==> src/rtl/if_queue.sv <==
// if_queue: circular-buffer decoupling queue between IF/ID and ID.
// Back-pressures IF when full; flush and reset empty it in one edge.
`ifndef WORD_DATA_W
`define WORD_DATA_W 32
`endif
`ifndef ISA_NOP
`define ISA_NOP 32'h0000_0013
`endif

module if_queue #(
  parameter int DEPTH = 4,
  parameter int PTR_W = 2
) (
  input  logic                    clk,
  input  logic                    reset,
  input  logic [`WORD_DATA_W-1:0] if_pc,
  input  logic [`WORD_DATA_W-1:0] if_pc_plus4,
  input  logic [`WORD_DATA_W-1:0] if_insn,
  input  logic                    if_en,
  output logic                    if_stall,
  input  logic                    flush,
  input  logic                    id_stall,
  output logic [`WORD_DATA_W-1:0] q_pc,
  output logic [`WORD_DATA_W-1:0] q_pc_plus4,
  output logic [`WORD_DATA_W-1:0] q_insn,
  output logic                    q_en,
  output logic [PTR_W:0]          q_count
);

  localparam int W = `WORD_DATA_W;
  localparam logic [PTR_W:0] FULL = (PTR_W+1)'(DEPTH);

  typedef struct packed {
    logic [W-1:0] pc;
    logic [W-1:0] pc_plus4;
    logic [W-1:0] insn;
  } entry_t;

  entry_t           mem [DEPTH];
  entry_t           head;
  logic [PTR_W-1:0] wr_ptr;
  logic [PTR_W-1:0] rd_ptr;
  logic [PTR_W:0]   count;
  logic             push;
  logic             pop;

  assign if_stall = (count == FULL);
  assign q_en     = (count != '0);
  assign q_count  = count;
  assign push     = if_en && !if_stall && !flush;
  assign pop      = q_en && !id_stall && !flush;

  always_ff @(posedge clk) begin
    if (reset || flush) begin
      wr_ptr <= '0;
      rd_ptr <= '0;
      count  <= '0;
    end else begin
      if (push) wr_ptr <= wr_ptr + 1'b1;
      if (pop)  rd_ptr <= rd_ptr + 1'b1;
      case ({push, pop})
        2'b10:   count <= count + 1'b1;
        2'b01:   count <= count - 1'b1;
        default: count <= count;
      endcase
    end
  end

  // Storage is left untouched by reset/flush; only pointers matter.
  always_ff @(posedge clk) begin
    if (push && !reset) begin
      mem[wr_ptr] <= '{pc: if_pc, pc_plus4: if_pc_plus4, insn: if_insn};
    end
  end

  always_comb begin
    head       = mem[rd_ptr];
    q_pc       = '0;
    q_pc_plus4 = '0;
    q_insn     = `ISA_NOP;
    if (q_en) begin
      q_pc       = head.pc;
      q_pc_plus4 = head.pc_plus4;
      q_insn     = head.insn;
    end
  end

endmodule

==> config.mk <==
export PLATFORM = sky130hd
export DESIGN_NAME = if_queue
export DESIGN_NICKNAME = d
export VERILOG_FILES = /design/src/rtl/if_queue.sv
export SDC_FILE = /design/constraint.sdc
export NUM_CORES = 1
export LEC_CHECK = 0
export ABC_AREA = 1
export CAP_MARGIN = 5
export CORE_UTILIZATION = 53
export CTS_CLUSTER_SIZE = 25
export DETAILED_ROUTE_END_ITERATION = 16
export PLACE_DENSITY = 0.77
export SKIP_LAST_GASP = 1
export SYNTH_ARGS = -nofsm -noshare
export SYNTH_HDL_FRONTEND = slang
export SYNTH_SLANG_ARGS = --single-unit
==> constraint.sdc <==
create_clock -name clk -period 12.5 [get_ports clk]
set_clock_uncertainty 0.2 [all_clocks]
set_input_delay 2.5 -clock clk [delete_from_list [all_inputs] [get_ports clk]]
set_output_delay 2.5 -clock clk [all_outputs]
set_load 0.05 [all_outputs]
Word level (Yosys, flattened, before mapping). Memory sizes are Yosys's and may differ from the RTL's. A register that Yosys moved wholly into a read port is not among the register bits. Index checks and enable logic that the tools add are counted.

Flip-flop bits (word level): 7. RAM bits: 384. Bits of input ports: 101. Output and inout bits: 101. Memories kept: 1.

Memory list: mem (words 4, width 96, rd ports 1, clocked after memory_dff 1, write ports 1, line 39) `entry_t mem [DEPTH];`.

$add $sub $neg: 4. Equality and inequality tests: 3. Multiplexer cells: 8. Reduce and logical (&&, ||, !) cells: 12.

Operator list (number): 32-bit 2-to-1 mux (3); 3-bit case mux with 2 select lines (1); 1-bit logical AND (5); 2-bit by 1-bit adder with 2-bit output (second input constant) (2); 1-bit zero test (4); 2-bit 2-to-1 mux (2); 3-bit by 1-bit adder with 3-bit output (second input constant) (1); 3-bit == test (second input constant) (1); 3-bit nonzero test (1); 3-bit by 1-bit subtractor with 3-bit output (second input constant) (1); 2-bit by 1-bit == test with 1-bit output (second input constant) (1); 2-bit == test (second input constant) (1); 1-bit 2-to-1 mux (2); 2-bit nonzero test (1); 1-bit logical OR (1).

Depth between registers and ports, before layout. Gate-level depths: netlist of run 1.

Word-level depth: 7. Mapped depth: 13.

Least setup slack after synthesis of run 1. Ideal clock, no wire load.

Kind: input-to-reg. Start: in if_en. End: mem mem[0][0] in the netlist's numbering (enable). Arrival time: 7.090 ns. Data required time: 11.749 ns. Slack: 4.659 ns. Stages: 5. Buffers on the path: 0. Path through: inv_1 nor2_1 nand2_1 or2_2 nor2_1.

Word-level cells in the longest chain between the ends: 5.

RTL lines: from (decl) (line 19) `input logic if_en,`; 1-bit logical AND (2 in series) (line 50) `assign push = if_en && !if_stall && !flush;`; 1-bit logical AND (line 71) `if (push && !reset) begin`; 1-bit 2-to-1 mux (line 71); 1-bit 2-to-1 mux (implied by the code) (line 72) `mem[wr_ptr] <= '{pc: if_pc, pc_plus4: if_pc_plus4, insn: if_insn};`; to (decl) (line 39).

Every way passes these cells.

==> impl_metrics.yaml, run 1 <==
pwr:
  power_frac_seq_pct: 52.7
  combinationalPowerShare_pct: 6.4
  peakVddDrop_mv: 0.127
  power.leakage_nw: 6.27
  power.net_switching_uw: 570
  intPower_mw: 2.20
  switching_share_pct: 20.6
  power_density_nw_per_um2: 148
  pwr-share-clk_pct: 40.9
  power_mw: 2.77
grt:
  grt_max_degree: 111
  grt_pass1_vias: 9718
  grt-ovfl-total: 0
  antenna_found_initial: 2
  grt_pass1_wl_microns: 51100
  grt_use_total_pct: 22.0
floorplan:
  coreArea_sq_um: 28600
  start_util_pct: 53.8
  die_w_microns: 173
  ios: 202
  rows: 62
  die_h_microns: 173
  dieArea_sq_um: 29800
setup_path:
  path_class: "flop to primary output"
  cp.required_ns: 9.80
  end_kind: "primary output"
  path_max_fanout: 106
  r2r_start: "q_count[0]"
  startpoint_type: "flop"
  cp.arrival_ns: 4.15
clock_tree:
  clk_latency_ns: 0.52
  clock-sinks: 393
  cts_max_path_buffers: 3
  postCtsSetupBuffers: 0
  cts_buffers: 40
  path_clk_slew_ns: 0.06
  cts-root-buf: "clkbuf_16"
  ctsResizeCount: 0
  hold_buffers: 0
  cts_tree: "built"
  htree_num_levels: 2
sta:
  tightestPinTransition_ns: 1.15
  whs_ns: 0.288
  maxSlewHeadroom_pct: 23.5
  grt_setup_unrepaired: "no"
  report.final.hold_viol_count: 0
  max_freq_mhz: 146
  period_needed_ns: 6.85
  setup_slack_ns: 5.65
  setup_viol_count_final: 0
  period_share_pct: 54.8
  fin_setup_tns_ns: 0
  final_max_slew_viol_count: 0
route:
  drt_wl_total_microns: 32900
  met3_length_microns: 2910
  drtAntennaViolNets: 0
  drtIter0Drc: 831
  wl_per_cell_microns: 18.3
  firstDrtPassIters: 7
  route.met2.wl_microns: 16200
  vias_per_cell: 5.45
  routed.top_layer: "met5"
  met1_length_microns: 13300
  remaining_drc_errors: 0
  num_vias: 9818
synthesis:
  synth.distinct_cells: 18
  synth_cells: 1207
  yosysWarnings: 0
  synthesis.nets: 1314
  syn_area_per_cell_sq_um: 12.8
  ys_seq_area_share_pct: 76.0
  synth-seq-cells: 393
  syn_area_sq_um: 15400
cells_and_area:
  final_common_cell: "edfxtp_1"
  finalNonFillerCells: 1800
  final_util_pct: 65.7
  final_cell_mix: "384 x edfxtp_1, 381 x nor2_1, 201 x clkdlybuf4s50_1"
  drive_above_1_share_pct: 4.94
  areaGrowthSynthToFinish_pct: 22.0
  fillers: 1998
  nNetsFinal: 1496
  n_antenna_cell: 0
  fin_area_sq_um: 18800
placement:
  placed_area_sq_um: 17600
  placed_cells: 1731
  dp_hpwl_microns: 18100
  routabilityCongestion: 0.767
  portBuffers: 201
  place_ws_ns: 6.27
worst_hold_path:
  hp-class: "flop to flop"
  min_from: "rd_ptr[1]"
job:
  cap_violations: 0
run_status:
  outcome: "finished clean"
-- synth_stat cells --
library cell	number	share of area [%]
o21ai_0	163	5.3
buf_4	12	0.58
buf_1	9	0.22
nand2_1	29	0.71
or2_2	1	0.041
inv_1	19	0.46
fa_1	1	0.13
clkbuf_1	20	0.49
edfxtp_1	384	75
ha_1	5	0.41
nand3_1	5	0.16
buf_6	19	1.4
inv_2	2	0.049
nor2_1	385	9.4
buf_2	13	0.42
o21ai_1	27	0.88
dfxtp_1	9	1.2
a21oi_1	104	3.4
-- final cells by class --
class	count	area, sq um	area share [%]
tap	384	480	2.56
clock inverter	14	161	0.859
inverter	21	83.8	0.446
timing repair buffer	213	2100	11.2
sequential	393	11700	62.4
multi-input combinational	720	3170	16.9
clock buffer	55	1080	5.74
-- per-layer routing --
metal / GRT usage (%) / vias up
met1: 28.6 / 4753
met2: 37.0 / 384
li1: - / 4628
met4: 6.18 / 2
met5: 0 / -
met3: 5.50 / 51
-- kinds of logic after synthesis --
group	after synthesis	synth area share (%)
AOI/OAI and AO/OA	294	9.55
adders and majority gates	6	0.536
buffers and inverters	94	3.61
DFF	393	76.0
and+or+nand+nor	420	10.3
-- worst paths after layout --
check,to,slack (ns),cells past startpoint
hold / removal,flop,0.29,2
hold reg to reg,flop,0.29,2
setup reg to reg,mem[2][18],9.07,6
setup / recovery,q_pc_plus4[28],5.65,7
-- critical path, cell delays in order, from the launching register on --
cell and delay (ns):
dfxtp_4 0.36, buf_4 0.68, buf_4 0.94, nor2_1 0.11
nor2_1 0.13, o21ai_0 0.09, a21oi_1 0.29, clkdlybuf4s50_1 0.85
-- sequential cells by signal, summed over array words and instances, names as in the netlist, named ones only --
register	flops
q_count	3
mem	384
rd_ptr	2
wr_ptr	2
-- power groups by stage --
stage,sequential [mW],clock (mW),combinational [mW]
after floorplan,1.49,0,0.0922
after global placement,1.49,0,0.175
after detailed placement,1.49,0,0.177
after CTS,1.46,1.15,0.178
after global routing,1.46,1.20,0.188
final,1.46,1.13,0.178
No activity file was read; power rests on OpenSTA's default activity.
==> run 2: changes to the inputs <==
==> constraint.sdc (replaced) <==
create_clock -name clk -period 6.56 [get_ports clk]
set_clock_uncertainty 0.2 [all_clocks]
set_input_delay 1.312 -clock clk [delete_from_list [all_inputs] [get_ports clk]]
set_output_delay 1.312 -clock clk [all_outputs]
set_load 0.05 [all_outputs]
==> impl_metrics.yaml, run 2 (synthesis results as in run 1) <==
setup_path:
  r2r_setup_slack_ns: 3.73
  end_kind: "primary output"
  path_class: "flop to primary output"
  cpPeakStageDelay_ns: 0.86
  reg2reg_to: "mem[2][48]"
  cp.required_ns: 5.05
  path_cells: "inv_4 -> buf_12 -> o21ai_0 -> a21oi_1 -> clkdlybuf4s50_1"
  crit_path_end: "q_insn[25]"
  path_max_fanout: 98
  cp.arrival_ns: 3.58
  r2r_start: "q_count[1]"
  slowest_stage: "clkdlybuf4s50_1"
  startpoint_type: "flop"
  worst-r2r-cell-count: 6
floorplan:
  die_w_microns: 173
  rows: 62
  dieArea_sq_um: 29800
  ios: 202
  die_h_microns: 173
  start_util_pct: 53.8
  coreArea_sq_um: 28600
grt:
  antenna_found_initial: 1
  grt_pass1_vias: 9555
  grt_max_degree: 99
  grt-ovfl-total: 0
  grt_use_total_pct: 22.3
  grt_pass1_wl_microns: 51700
sta:
  whs_ns: 0.298
  setup_viol_count_final: 0
  period_share_pct: 77.6
  tightestPinTransition_ns: 1.13
  report.final.hold_viol_count: 0
  final_max_slew_viol_count: 0
  grt_setup_unrepaired: "no"
  max_freq_mhz: 196
  period_needed_ns: 5.09
  maxSlewHeadroom_pct: 24.4
run_status:
  outcome: "finished clean"
job:
  cap_violations: 0
placement:
  portBuffers: 201
  routabilityCongestion: 0.781
  placed_area_sq_um: 17600
  dp_hpwl_microns: 18200
pwr:
  intPower_mw: 4.31
  power_density_nw_per_um2: 286
  power_frac_seq_pct: 51.4
  combinationalPowerShare_pct: 6.2
  switching_share_pct: 20.5
  peakVddDrop_mv: 0.246
  power.leakage_nw: 6.35
  power.net_switching_mw: 1.11
  pwr-share-clk_pct: 42.4
route:
  firstDrtPassIters: 7
  num_vias: 9786
  vias_per_cell: 5.41
  wl_per_cell_microns: 18.3
  drtIter0Drc: 1047
  drtAntennaViolNets: 0
  remaining_drc_errors: 0
  drt_wl_total_microns: 33200
cells_and_area:
  largest-register: "mem"
  final_cell_mix: "384 x edfxtp_1, 381 x nor2_1, 201 x clkdlybuf4s50_1"
  final_common_cell: "edfxtp_1"
  fin_area_sq_um: 19000
  fillers: 2008
  areaGrowthSynthToFinish_pct: 23.2
  drive_above_1_share_pct: 5.63
  largest_reg_flops: 384
  nNetsFinal: 1500
clock_tree:
  cts-root-buf: "clkbuf_16"
  path_clk_slew_ns: 0.06
  htree_num_levels: 2
  clk_latency_ns: 0.52
  hold_buffers: 0
  postCtsSetupBuffers: 0
  cts_max_path_buffers: 3
  cts_buffers: 40
  clock-sinks: 393
  cts_tree: "built"
  ctsResizeCount: 0
worst_hold_path:
  hp-class: "flop to flop"
==> run 2: changes by cell type in the layout (fill, tap and decap cells not counted), sizes merged <==
cell / delta
diode: +3
buf: +4
bufinv: +3
clkbuf: -8
clkinvlp: +2
clkinv: +5
==> run 2: layer usage <==
layer | GRT usage [%] | vias up | part of all wire, %
met5 | 0 | - | 0
met4 | 6.18 | 0 | 1.8
met3 | 4.18 | 56 | 7.6
met2 | 37.5 | 367 | 49
met1 | 29.7 | 4714 | 41
li1 | - | 4649 | -
==> run 2: how the worst min path moves through the flow <==
stage               startpoint    to  slack, ns  depth (start not counted)
floorplan            rd_ptr[1]  flop       0.26                          2
global placement     rd_ptr[1]  flop       0.28                          2
detailed placement   rd_ptr[1]  flop       0.29                          2
CTS                  rd_ptr[1]  flop       0.30                          2
global route         rd_ptr[1]  flop       0.32                          2
finish               rd_ptr[1]  flop       0.30                          2
==> run 2: cell type report <==
type	instances	area, sq um	share of cell area (%)
sequential	393	11700	61.8
clock buffer	47	1050	5.53
tap	384	480	2.53
antenna	3	7.51	0.0396
clock inverter	24	287	1.51
multi-input combinational	720	3170	16.7
timing repair buffer	217	2180	11.5
inverter	21	83.8	0.442
==> run 2: power groups by stage <==
stage          clock [mW]  combinational, mW  sequential [mW]
2_1_floorplan           0              0.176             2.84
3_3_place_gp            0              0.331             2.84
3_5_place_dp            0              0.337             2.84
4_1_cts              2.34              0.338             2.79
5_1_grt              2.42              0.357             2.79
6_report             2.30              0.337             2.79
==> run 2: critical path: cells and delay by family (launching register included) <==
family                 cells  cell delay, ns
AO/OA/AOI/OAI              2            0.47
flip-flops                 1            0.52
buffers and inverters      3            1.96
==> run 2: metrics by stage <==
stage / worst slack [ns] / TNS, ns / std cells / util (%) / power (mW)
after detailed placement: 2.02 / 0 / 1735 / 61.6 / 3.18
final: 1.47 / 0 / 1809 / 66.3 / 5.42
after global routing: 1.30 / 0 / 1806 / 66.3 / 5.57
after global placement: 2.08 / 0 / 1735 / 61.6 / 3.17
after CTS: 1.45 / 0 / 1806 / 66.3 / 5.46
after floorplan: -0.0930 / -35.71 / 1207 / - / 3.02
==> run 3: changes to the inputs <==
==> constraint.sdc (replaced) <==
create_clock -name clk -period 4.85 [get_ports clk]
set_clock_uncertainty 0.2 [all_clocks]
set_input_delay 0.97 -clock clk [delete_from_list [all_inputs] [get_ports clk]]
set_output_delay 0.97 -clock clk [all_outputs]
set_load 0.05 [all_outputs]
==> impl_metrics.yaml, run 3 (synthesis results as in run 1) <==
sta:
  setup_viol_count_final: 0
  period_share_pct: 89.1
  report.final.hold_viol_count: 0
  period_needed_ns: 4.32
  grt_setup_unrepaired: "no"
  tightestPinTransition_ns: 1.00
  maxSlewHeadroom_pct: 33.1
  final_max_slew_viol_count: 0
  max_freq_mhz: 231
setup_path:
  path_max_fanout: 35
  cp.required_ns: 3.68
  path_class: "flop to primary output"
  startpoint_type: "flop"
  worst-r2r-cell-count: 6
  end_kind: "primary output"
  cp.arrival_ns: 3.15
floorplan:
  coreArea_sq_um: 28600
  die_h_microns: 173
  start_util_pct: 53.8
  rows: 62
  dieArea_sq_um: 29800
  die_w_microns: 173
  ios: 202
clock_tree:
  postCtsSetupBuffers: 0
  cts-root-buf: "clkbuf_16"
  clock-sinks: 393
  hold_buffers: 0
  clk_latency_ns: 0.52
  htree_num_levels: 2
  cts_tree: "built"
  cts_buffers: 40
  cts_max_path_buffers: 3
  path_clk_slew_ns: 0.06
  ctsResizeCount: 0
worst_hold_path:
  hold_depth: 2
  hp-class: "flop to flop"
pwr:
  switching_share_pct: 20.9
  power.leakage_nw: 6.35
  power.net_switching_mw: 1.50
  power_density_nw_per_um2: 379
  pwr-share-clk_pct: 41.0
  intPower_mw: 5.67
  peakVddDrop_mv: 0.381
  combinationalPowerShare_pct: 6.4
  power_mw: 7.17
  power_frac_seq_pct: 52.5
placement:
  dp_hpwl_microns: 18400
  placed_area_sq_um: 17700
  portBuffers: 201
  routabilityCongestion: 0.781
cells_and_area:
  final_cell_mix: "384 x edfxtp_1, 381 x nor2_1, 199 x clkdlybuf4s50_1"
  largest_reg_flops: 384
  fin_area_sq_um: 18900
  nNetsFinal: 1504
  drive_above_1_share_pct: 5.96
  largest-register: "mem"
  areaGrowthSynthToFinish_pct: 22.8
  fillers: 2045
  final_common_cell: "edfxtp_1"
grt:
  grt_use_total_pct: 22.9
  grt_max_degree: 145
  antenna_found_initial: 1
  grt_pass1_vias: 10122
  grt-ovfl-total: 0
  grt_pass1_wl_microns: 53400
route:
  drt_wl_total_microns: 33600
  drtIter0Drc: 944
  wl_per_cell_microns: 18.5
  vias_per_cell: 5.45
  drtAntennaViolNets: 0
  firstDrtPassIters: 5
  num_vias: 9870
  remaining_drc_errors: 0
job:
  cap_violations: 0
run_status:
  outcome: "finished clean"
-- run 3: worst max-delay path, stage by stage, from the launching register on --
cell and delay [ns]:
dfxtp_4 0.53, clkinv_2 0.37, buf_4 0.39, nor2_1 0.13, o21ai_0 0.08, a21oi_1 0.23
clkdlybuf4s50_1 0.85
-- run 3: area by class of cell --
class / count / area (sq um) / share of cell area, %
Timing Repair Buffer: 221 / 2220 / 11.7
Antenna cell: 1 / 2.50 / 0.0132
Multi-Input combinational cell: 720 / 3170 / 16.7
Tap cell: 384 / 480 / 2.54
Inverter: 21 / 83.8 / 0.443
Clock buffer: 52 / 1100 / 5.80
Clock inverter: 18 / 154 / 0.813
Sequential cell: 393 / 11700 / 61.9
-- run 3: path summary, 6_finish.rpt --
| kind | endpoint | start | slack (ns) |
|---|---|---|---|
| worst max-delay path | q_insn[15] | flop | 0.53 |
| worst min-delay path | wr_ptr[1] | wr_ptr[1] | 0.32 |
| worst max register to register | mem[3][52] | q_count[0] | 2.31 |
| worst min register to register | wr_ptr[1] | wr_ptr[1] | 0.32 |
-- run 3: through the flow --
step | cells | setup TNS (ns) | setup WS, ns | hold WS (ns) | util (%)
4_1_cts | 1809 | 0 | 0.482 | 0.316 | 66.1
5_1_grt | 1809 | 0 | 0.319 | 0.339 | 66.1
3_5_place_dp | 1739 | 0 | 1.05 | 0.307 | 61.7
2_1_floorplan | 1207 | -561.02 | -1.46 | 0.264 | -
6_report | 1810 | 0 | 0.529 | 0.316 | 66.1
3_3_place_gp | 1739 | 0 | 1.09 | 0.293 | 61.7
-- run 3: routing by layer --
layer  global-route usage [%]  share of wire, %  wire [microns]  vias to the layer above
met5                        0                 0               0                        -
met2                     38.8                49           16600                      351
li1                         -                 -               -                     4651
met3                     5.17               8.0            2680                       56
met1                     29.4                40           13600                     4812
met4                     7.18               2.3             758                        0
-- run 3: power groups by stage --
stage,clock network (mW),logic [mW],registers (mW)
2_1_floorplan,0,0.238,3.85
3_3_place_gp,0,0.451,3.84
3_5_place_dp,0,0.459,3.84
4_1_cts,2.97,0.461,3.77
5_1_grt,3.10,0.487,3.77
6_report,2.94,0.460,3.77
